<file path="src/rtl/mul8_seq_pkg.sv">
// Shared types and constants for the sequential 8x8 multiplier built on one nibble multiplier.
// Holds the state and step encodings and the per-step shift amounts.
package mul8_seq_pkg;

    localparam int NIBBLE_W = 4;

    typedef enum logic [1:0] {
        IDLE = 2'd0,
        MUL  = 2'd1,
        DONE = 2'd2
    } state_t;

    typedef logic [1:0] step_t;

    localparam step_t STEP0 = 2'd0;
    localparam step_t STEP1 = 2'd1;
    localparam step_t STEP2 = 2'd2;
    localparam step_t STEP3 = 2'd3;

    // Shift per step in units of one nibble: lo*lo, hi*lo, lo*hi, hi*hi.
    localparam int SHIFT_UNITS_STEP0 = 0;
    localparam int SHIFT_UNITS_STEP1 = 1;
    localparam int SHIFT_UNITS_STEP2 = 1;
    localparam int SHIFT_UNITS_STEP3 = 2;

    function automatic int step_shift(input step_t step, input int nibble_w);
        int units;
        case (step)
            STEP0:   units = SHIFT_UNITS_STEP0;
            STEP1:   units = SHIFT_UNITS_STEP1;
            STEP2:   units = SHIFT_UNITS_STEP2;
            default: units = SHIFT_UNITS_STEP3;
        endcase
        return units * nibble_w;
    endfunction

endpackage

</file>
<file path="src/rtl/mul8_seq_ctrl_if.sv">
// Operand/result handshake bundle between a requester, the multiplier and a result consumer.
interface mul8_seq_ctrl_if
    import mul8_seq_pkg::*;
#(
    parameter int N_W = NIBBLE_W
) ();

    logic               in_valid;
    logic               in_ready;
    logic [2*N_W-1:0]   a;
    logic [2*N_W-1:0]   b;
    logic               out_valid;
    logic               out_ready;
    logic [4*N_W-1:0]   product;
    logic               busy;

    modport master (
        output in_valid, a, b, out_ready,
        input  in_ready, out_valid, product, busy
    );

    modport slave (
        input  in_valid, a, b, out_ready,
        output in_ready, out_valid, product, busy
    );

endinterface

</file>
<file path="src/rtl/nibble_mul4.sv">
// Purely combinational N_W x N_W unsigned multiplier, shared across all four partial products.
module nibble_mul4 #(
    parameter int N_W = 4
) (
    input  logic [N_W-1:0]   x,
    input  logic [N_W-1:0]   y,
    output logic [2*N_W-1:0] p
);

    assign p = {{N_W{1'b0}}, x} * {{N_W{1'b0}}, y};

endmodule

</file>
<file path="src/rtl/mul8_seq_ctrl.sv">
// Sequential 8x8 unsigned multiplier: one nibble multiplier reused over four accumulate steps.
// Optional macro MUL8_SEQ_ZERO_SKIP_EN short-circuits operations with a zero operand.
module mul8_seq_ctrl
    import mul8_seq_pkg::*;
#(
    parameter int N_W = NIBBLE_W
) (
    input logic            clk,
    input logic            rst,
    mul8_seq_ctrl_if.slave bus
);

    localparam int OP_W   = 2 * N_W;
    localparam int PROD_W = 4 * N_W;

    state_t            state, state_nxt;
    step_t             step, step_nxt;
    logic [OP_W-1:0]   a_r, a_nxt;
    logic [OP_W-1:0]   b_r, b_nxt;
    logic [PROD_W-1:0] acc, acc_nxt;
    logic [PROD_W-1:0] product_r, product_nxt;

    logic [N_W-1:0]    nib_a, nib_b;
    logic [OP_W-1:0]   pp;
    logic [PROD_W-1:0] pp_shifted;
    logic [PROD_W-1:0] acc_sum;
    logic              in_ready;
    logic              accept;

`ifdef MUL8_SEQ_ZERO_SKIP_EN
    // A zero-operand job parks in MUL for one cycle without computing, so busy stays low.
    logic skip_r, skip_nxt;
    logic operand_zero;

    assign operand_zero = (bus.a == '0) || (bus.b == '0);
`endif

    assign in_ready = (state == IDLE) || ((state == DONE) && bus.out_ready);
    assign accept   = bus.in_valid && in_ready;

    // step[0] picks the multiplicand nibble, step[1] the multiplier nibble.
    assign nib_a = step[0] ? a_r[OP_W-1:N_W] : a_r[N_W-1:0];
    assign nib_b = step[1] ? b_r[OP_W-1:N_W] : b_r[N_W-1:0];

    nibble_mul4 #(
        .N_W(N_W)
    ) u_nibble_mul4 (
        .x(nib_a),
        .y(nib_b),
        .p(pp)
    );

    assign pp_shifted = {{OP_W{1'b0}}, pp} << step_shift(step, N_W);
    assign acc_sum    = acc + pp_shifted;

    always_comb begin
        state_nxt   = state;
        step_nxt    = step;
        a_nxt       = a_r;
        b_nxt       = b_r;
        acc_nxt     = acc;
        product_nxt = product_r;
`ifdef MUL8_SEQ_ZERO_SKIP_EN
        skip_nxt    = skip_r;
`endif

        case (state)
            IDLE: begin
                state_nxt = IDLE;
            end
            MUL: begin
`ifdef MUL8_SEQ_ZERO_SKIP_EN
                if (skip_r) begin
                    state_nxt   = DONE;
                    product_nxt = '0;
                    skip_nxt    = 1'b0;
                end else
`endif
                begin
                    acc_nxt  = acc_sum;
                    step_nxt = step + 2'd1;
                    if (step == STEP3) begin
                        state_nxt   = DONE;
                        product_nxt = acc_sum;
                    end
                end
            end
            DONE: begin
                if (bus.out_ready) begin
                    state_nxt = IDLE;
                end
            end
            default: begin
                state_nxt = IDLE;
            end
        endcase

        // Acceptance overrides the per-state decision, which makes DONE retire-and-accept work.
        if (accept) begin
            a_nxt     = bus.a;
            b_nxt     = bus.b;
            acc_nxt   = '0;
            step_nxt  = STEP0;
            state_nxt = MUL;
`ifdef MUL8_SEQ_ZERO_SKIP_EN
            skip_nxt  = operand_zero;
`endif
        end
    end

    always_ff @(posedge clk or posedge rst) begin
        if (rst) begin
            state     <= IDLE;
            step      <= STEP0;
            a_r       <= '0;
            b_r       <= '0;
            acc       <= '0;
            product_r <= '0;
        end else begin
            state     <= state_nxt;
            step      <= step_nxt;
            a_r       <= a_nxt;
            b_r       <= b_nxt;
            acc       <= acc_nxt;
            product_r <= product_nxt;
        end
    end

`ifdef MUL8_SEQ_ZERO_SKIP_EN
    always_ff @(posedge clk or posedge rst) begin
        if (rst) begin
            skip_r <= 1'b0;
        end else begin
            skip_r <= skip_nxt;
        end
    end

    assign bus.busy = (state == MUL) && !skip_r;
`else
    assign bus.busy = (state == MUL);
`endif

    assign bus.in_ready  = in_ready;
    assign bus.out_valid = (state == DONE);
    assign bus.product   = product_r;

endmodule

</file>
<file path="src/flat_wrapper.sv">
// flat-port wrapper written by rule: the top's interface ports become plain ports
module mul8_seq_ctrl_flat import mul8_seq_pkg::*;
#(
    parameter int N_W = NIBBLE_W
)
  (clk, rst, bus_in_valid, bus_a, bus_b, bus_out_ready, bus_in_ready, bus_out_valid, bus_product, bus_busy);
  mul8_seq_ctrl_if #(.N_W(N_W)) bus_i ();
  input logic clk;
  input logic rst;
  input wire logic [$bits(bus_i.in_valid)-1:0] bus_in_valid;
  input wire logic [$bits(bus_i.a)-1:0] bus_a;
  input wire logic [$bits(bus_i.b)-1:0] bus_b;
  input wire logic [$bits(bus_i.out_ready)-1:0] bus_out_ready;
  output wire logic [$bits(bus_i.in_ready)-1:0] bus_in_ready;
  output wire logic [$bits(bus_i.out_valid)-1:0] bus_out_valid;
  output wire logic [$bits(bus_i.product)-1:0] bus_product;
  output wire logic [$bits(bus_i.busy)-1:0] bus_busy;
  assign bus_i.in_valid = bus_in_valid;
  assign bus_i.a = bus_a;
  assign bus_i.b = bus_b;
  assign bus_i.out_ready = bus_out_ready;
  assign bus_in_ready = bus_i.in_ready;
  assign bus_out_valid = bus_i.out_valid;
  assign bus_product = bus_i.product;
  assign bus_busy = bus_i.busy;
  mul8_seq_ctrl #(.N_W(N_W)) u_core (.clk(clk), .rst(rst), .bus(bus_i));
endmodule
</file>
<file path="config.mk">
export PLATFORM = sky130hd
export DESIGN_NAME = mul8_seq_ctrl_flat
export DESIGN_NICKNAME = d
export VERILOG_FILES = /design/src/rtl/mul8_seq_pkg.sv /design/src/rtl/mul8_seq_ctrl_if.sv /design/src/rtl/nibble_mul4.sv /design/src/rtl/mul8_seq_ctrl.sv /design/src/flat_wrapper.sv
export SDC_FILE = /design/constraint.sdc
export NUM_CORES = 1
export LEC_CHECK = 0
export CAP_MARGIN = 25
export CORE_MARGIN = 2
export CORE_UTILIZATION = 49
export CTS_CLUSTER_DIAMETER = 80
export DETAILED_ROUTE_END_ITERATION = 7
export PLACE_DENSITY = 0.8
export RECOVER_POWER = 25
export SLEW_MARGIN = 0
export SYNTH_ARGS = -nofsm -noshare
export SYNTH_HDL_FRONTEND = slang
export SYNTH_SLANG_ARGS = --single-unit
</file>
<file path="constraint.sdc">
create_clock -name clk -period 7 [get_ports clk]
set_clock_uncertainty 0.2 [all_clocks]
set_input_delay 1.75 -clock clk [delete_from_list [all_inputs] [get_ports clk]]
set_output_delay 1.75 -clock clk [all_outputs]
set_load 0.1 [all_outputs]
</file>
Word-level counts from Yosys, hierarchy flattened
Cells that the tools add are included.

storage, ports and cells
  bits in registers = 52
  bits of input ports = 20
  output and inout bits = 19
  logic and storage cells = 37

operators by class
  add/sub/neg operators = 2
  multipliers = 1
  eq/ne operators = 7
  shift-type cells = 1
  mux-type cells = 11
  reduce and logical (&&, ||, !) cells = 9

operators by type and width
  kind                                           count
  two-way mux 16 bit                             2
  adder 16 bit                                   1
  left shift 8 x 4 -> 16 bit                     1
  two-way mux 2 bit                              5
  multiplier 4 x 4 -> 8 bit                      1
  two-way mux 4 bit                              2
  one-hot mux 2 bit (2 select lines)             2
  == test 2 bit, second input constant           3
  == test 2 x 1 -> 1 bit, second input constant  2
  logical NOT 2 bit                              2
  AND reduction 2 bit                            2
  != test 3 x 1 -> 1 bit, second input constant  1
  != test 3 x 2 -> 1 bit, second input constant  1
  adder 2 x 1 -> 2 bit, second input constant    1
  logical AND 1 bit                              2
  nonzero test 2 bit                             1
  OR reduction 2 bit                             1
  logical OR 1 bit                               1

Logic depth before layout (Yosys ltp)
  depth after elaboration = 7
  depth in mapped cells = 21
  depth with buffers taken out = 20

Cells and area by module
A second synthesis with hierarchy kept.

unflattened totals
  cells, all modules = 335
  area total of the unflattened synthesis = 3,337.0 um^2

by module, submodules not included
  module         times used  cells each  area an instance (um^2)  seq. area each (um^2)
  mul8_seq_ctrl  1           284         2,889.0                  1,301.2
  nibble_mul4    1           51          447.9                    0.0

Least setup slack after synthesis
OpenSTA, ideal clock, no wires.

  path kind = in2out
  start = input bus_out_ready
  end = output bus_in_ready
  data arrival time = 3.290 ns
  data required time = 5.050 ns
  path slack = 1.760 ns
  cell stages on the path = 2
  buffers on the path = 0
  path through = inv_1 a21oi_1

between the ends
  word-level cells in the longest chain between the ends = 2

ends and longest elaborated chain
  item                line                 RTL
  start: declaration  flat_wrapper.sv:13   input wire logic [$bits(bus_i.out_ready)-1:0] bus_out_ready;
  logical AND 1 bit   mul8_seq_ctrl.sv:38  assign in_ready = (state == IDLE) || ((state == DONE) && bus.out_ready);
  logical OR 1 bit    mul8_seq_ctrl.sv:38
  end: declaration    flat_wrapper.sv:14   output wire logic [$bits(bus_i.in_ready)-1:0] bus_in_ready;

Every way passes these cells.

Worst setup path in the final report
Ends and elaborated chain as after synthesis.

==> impl_metrics.py <==
metrics = {
    "synth": {
        "synth_ff_type": "dfrtp_1",
        "synth_cell_types": 50,
        "avgSynthCellArea_um2": 9.57,
        "synth_enable_flop_cells": 0,
        "synth_warnings": 0,
        "ys_seq_elements": 52,
        "synthesis.nets": 405,
        "yosysSeqAreaShare_pct": 38.6,
        "async_reset_ff_share_pct": 100,
        "syn-cell-area_um2": 3370,
        "synth_cells": 352,
    },
    "timing": {
        "fmax_ghz": 0.178,
        "maxSlewHeadroom_pct": 5.38,
        "fin_tns_setup_ns": 0,
        "setup_viol": 0,
        "worstMarginPinSlew_ns": 1.42,
        "hold_violations": 0,
        "grt_setup_unrepaired": "false",
        "setup_slack_ns": 1.39,
        "period_needed_ns": 5.61,
        "period_share_pct": 80.1,
        "final_max_slew_viol_count": 0,
    },
    "global_routing": {
        "grt_max_degree": 32,
        "grt_use_total_pct": 20.6,
        "grt_overflow": 0,
        "grt_pass1_wl_um": 12400,
        "antenna_found_initial": 0,
        "first_global_vias": 2587,
    },
    "placement": {
        "portBuffers": 38,
        "gp_congestion": 0.885,
        "dp.cells": 458,
        "dpl.hpwl_um": 5250,
        "dpl_worst_slack_ns": 1.44,
    },
    "clocking": {
        "path_clk_slew_ns": 0.10,
        "cts_sinks": 52,
        "cts_tree": "done",
        "clock_path_buffers": 2,
        "insertion_delay_ns": 0.31,
        "cts_buffers": 5,
        "htree_num_levels": 2,
        "cts_hold_buf": 0,
        "cts_root_buffer": "clkbuf_8",
        "cts_setup_buffers": 0,
        "cts_resized": 0,
    },
    "worst_hold_path": {
        "min_path_type": "register to register",
    },
    "floorplan": {
        "fp.dieH_um": 86.9,
        "core_area_um2": 6720,
        "die_x_um": 86.9,
        "rows": 30,
        "die-area_um2": 7550,
        "start_util_pct": 50.1,
        "pin_count": 39,
    },
    "setup_path": {
        "critPathRequiredTime_ns": 5.05,
        "crit_path_cell_trace": "dlygate4sd3_1 -> inv_1 -> a21oi_1 -> clkdlybuf4s50_1",
        "arrival_ns": 3.66,
        "critPathMaxStageDelay_ns": 1.16,
        "end_kind": "primary output",
        "critical_path_class": "input port to primary output",
        "critical_path.top_delay_family": "buffers and inverters",
        "path_buf_inv": 3,
        "startpoint_type": "input port",
        "cp_max_fo": 2,
        "worst_path_max_delay_cell": "clkdlybuf4s50_1",
    },
    "layout": {
        "area_delta_synth_final_pct": 16.9,
        "ff_latch_area_um2": 1300,
        "drive_above_1_share_pct": 11.1,
        "fin_nets": 439,
        "num_antenna_cells": 0,
        "fillers": 562,
        "multi_input_area_um2": 1940,
        "fin_cells": 467,
    },
    "route": {
        "drt_iter0_markers": 141,
        "ant_nets": 0,
        "detail_route.wl_per_cell_um": 15.0,
        "drc": 0,
        "vias": 2604,
        "via_per_inst": 5.58,
        "drtPass1Iterations": 4,
        "routed_wirelength_um": 7020,
    },
    "outcome": {
        "status": "finished, final reports clean",
    },
    "flow_run": {
        "maxCapViolCount": 0,
    },
}
## cells in the mapped netlist (3+ instances only)
cell	n	area share, %
dfrtp_1	52	39
nand2_1	46	5.1
ha_1	28	10
nor2_1	28	3.1
o21ai_0	20	3.0
inv_1	18	2.0
mux2_2	17	5.7
a21oi_1	16	2.4
o22ai_1	13	2.4
mux2i_1	11	3.3
xor2_1	10	2.6
clkbuf_1	9	1.0
a21o_1	8	1.8
nand3_1	6	0.89
xnor2_1	6	1.6
fa_1	5	3.0
nor3_1	4	0.59
or2_2	4	0.74
a31o_2	3	0.78
a31oi_1	3	0.56
and2_1	3	0.56
nor2b_1	3	0.56
## metrics by stage
step	area [µm²]	util (%)	hold slack (ns)
after floorplan	3370	-	0.267
after global placement	3800	56.6	0.257
after CTS	3940	58.7	0.293
after global routing	3940	58.6	0.313
after detailed placement	3820	56.9	0.270
final	3940	58.6	0.282
## path summary, 6_finish.rpt
path,start,end,slack [ns],cells after the start
min,u_core.bus.product[6],u_core.bus.product[6],0.28,2
min in group asynchronous,rst,u_core.a_r[0],1.90,2
max,bus_out_ready,bus_in_ready,1.39,4
max reg2reg,u_core.step[1],u_core.acc[14],1.40,20
min reg2reg,u_core.bus.product[6],u_core.bus.product[6],0.28,2
max in group asynchronous,rst,u_core.acc[5],2.87,3
## worst register-to-register path, cell delays in order (launching register included)
cell and delay (ns):
dfrtp_1 0.52, mux2i_1 0.20, or2_2 0.33, fa_1 0.54
inv_1 0.05, fa_1 0.55, inv_1 0.07, fa_1 0.46
o21ai_0 0.20, a21oi_1 0.11, xnor2_1 0.16, mux2i_1 0.25
nor2_1 0.08, ha_1 0.36, o21ai_0 0.11, nor2_1 0.25
nand4_1 0.14, a31oi_1 0.27, o21ai_0 0.19, a21o_1 0.22
a32o_1 0.23
## state kept, by name, summed over array words and instances, names as in the netlist
| name | flops |
|---|---|
| u_core.acc | 16 |
| u_core.b_r | 8 |
| u_core.a_r | 8 |
| u_core.bus.product | 16 |
| u_core.step | 2 |
| u_core.state | 2 |
## layout make-up
cell class                      instances  share of cell area, %
Multi-Input combinational cell        266                   49.2
Clock buffer                            6                   2.10
Sequential cell                        52                   33.1
Inverter                               20                   1.91
Tap cell                               80                   2.54
Clock inverter                          2                  0.985
Timing Repair Buffer                   41                   10.2
## per-layer routing
layer | share of wire, % | track usage, % | wire length (µm) | vias to the layer above
li1 | - | - | - | 1303
met3 | 3.7 | 3.70 | 257 | 7
met1 | 47 | 27.5 | 3280 | 1225
met5 | 0 | 0 | 0 | -
met2 | 48 | 34.8 | 3380 | 69
met4 | 1.3 | 4.83 | 89 | 0
## kinds of logic after synthesis
family	Yosys count	synth area share, %
compound gates	82	16.0
xor+xnor	16	4.16
fa+ha+maj	33	13.4
buf+inv	34	3.90
flops	52	38.6
mux	29	9.40
simple gates	106	14.5
## cell usage in the layout, fill, tap and decap left out, types with 2 or more instances in the layout
cell             instances
ha_1                    28
o22ai_1                 13
nor2b_1                  3
clkdlybuf4s50_1         36
nor3_1                   4
and2_1                   3
a21oi_1                 16
or2_2                    4
fa_1                     5
and3_1                   2
a31o_2                   3
nand2b_1                 2
nand3_1                  6
xor2_1                  10
a22o_1                   2
nor2_1                  28
o21ai_0                 20
dfrtp_1                 52
mux2_2                  17
a21o_1                   8
a31oi_1                  3
clkinv_1                 2
nand2_1                 46
inv_1                   18
dlygate4sd3_1            2
nand4_1                  2
xnor2_1                  6
clkbuf_8                 6
o21ai_1                  2
o21bai_1                 2
o211ai_1                 2
mux2i_1                 11
a32o_1                   2
Power is not shown: default switching activity piles up to over one toggle a cycle in this logic, so the estimate is an artifact.
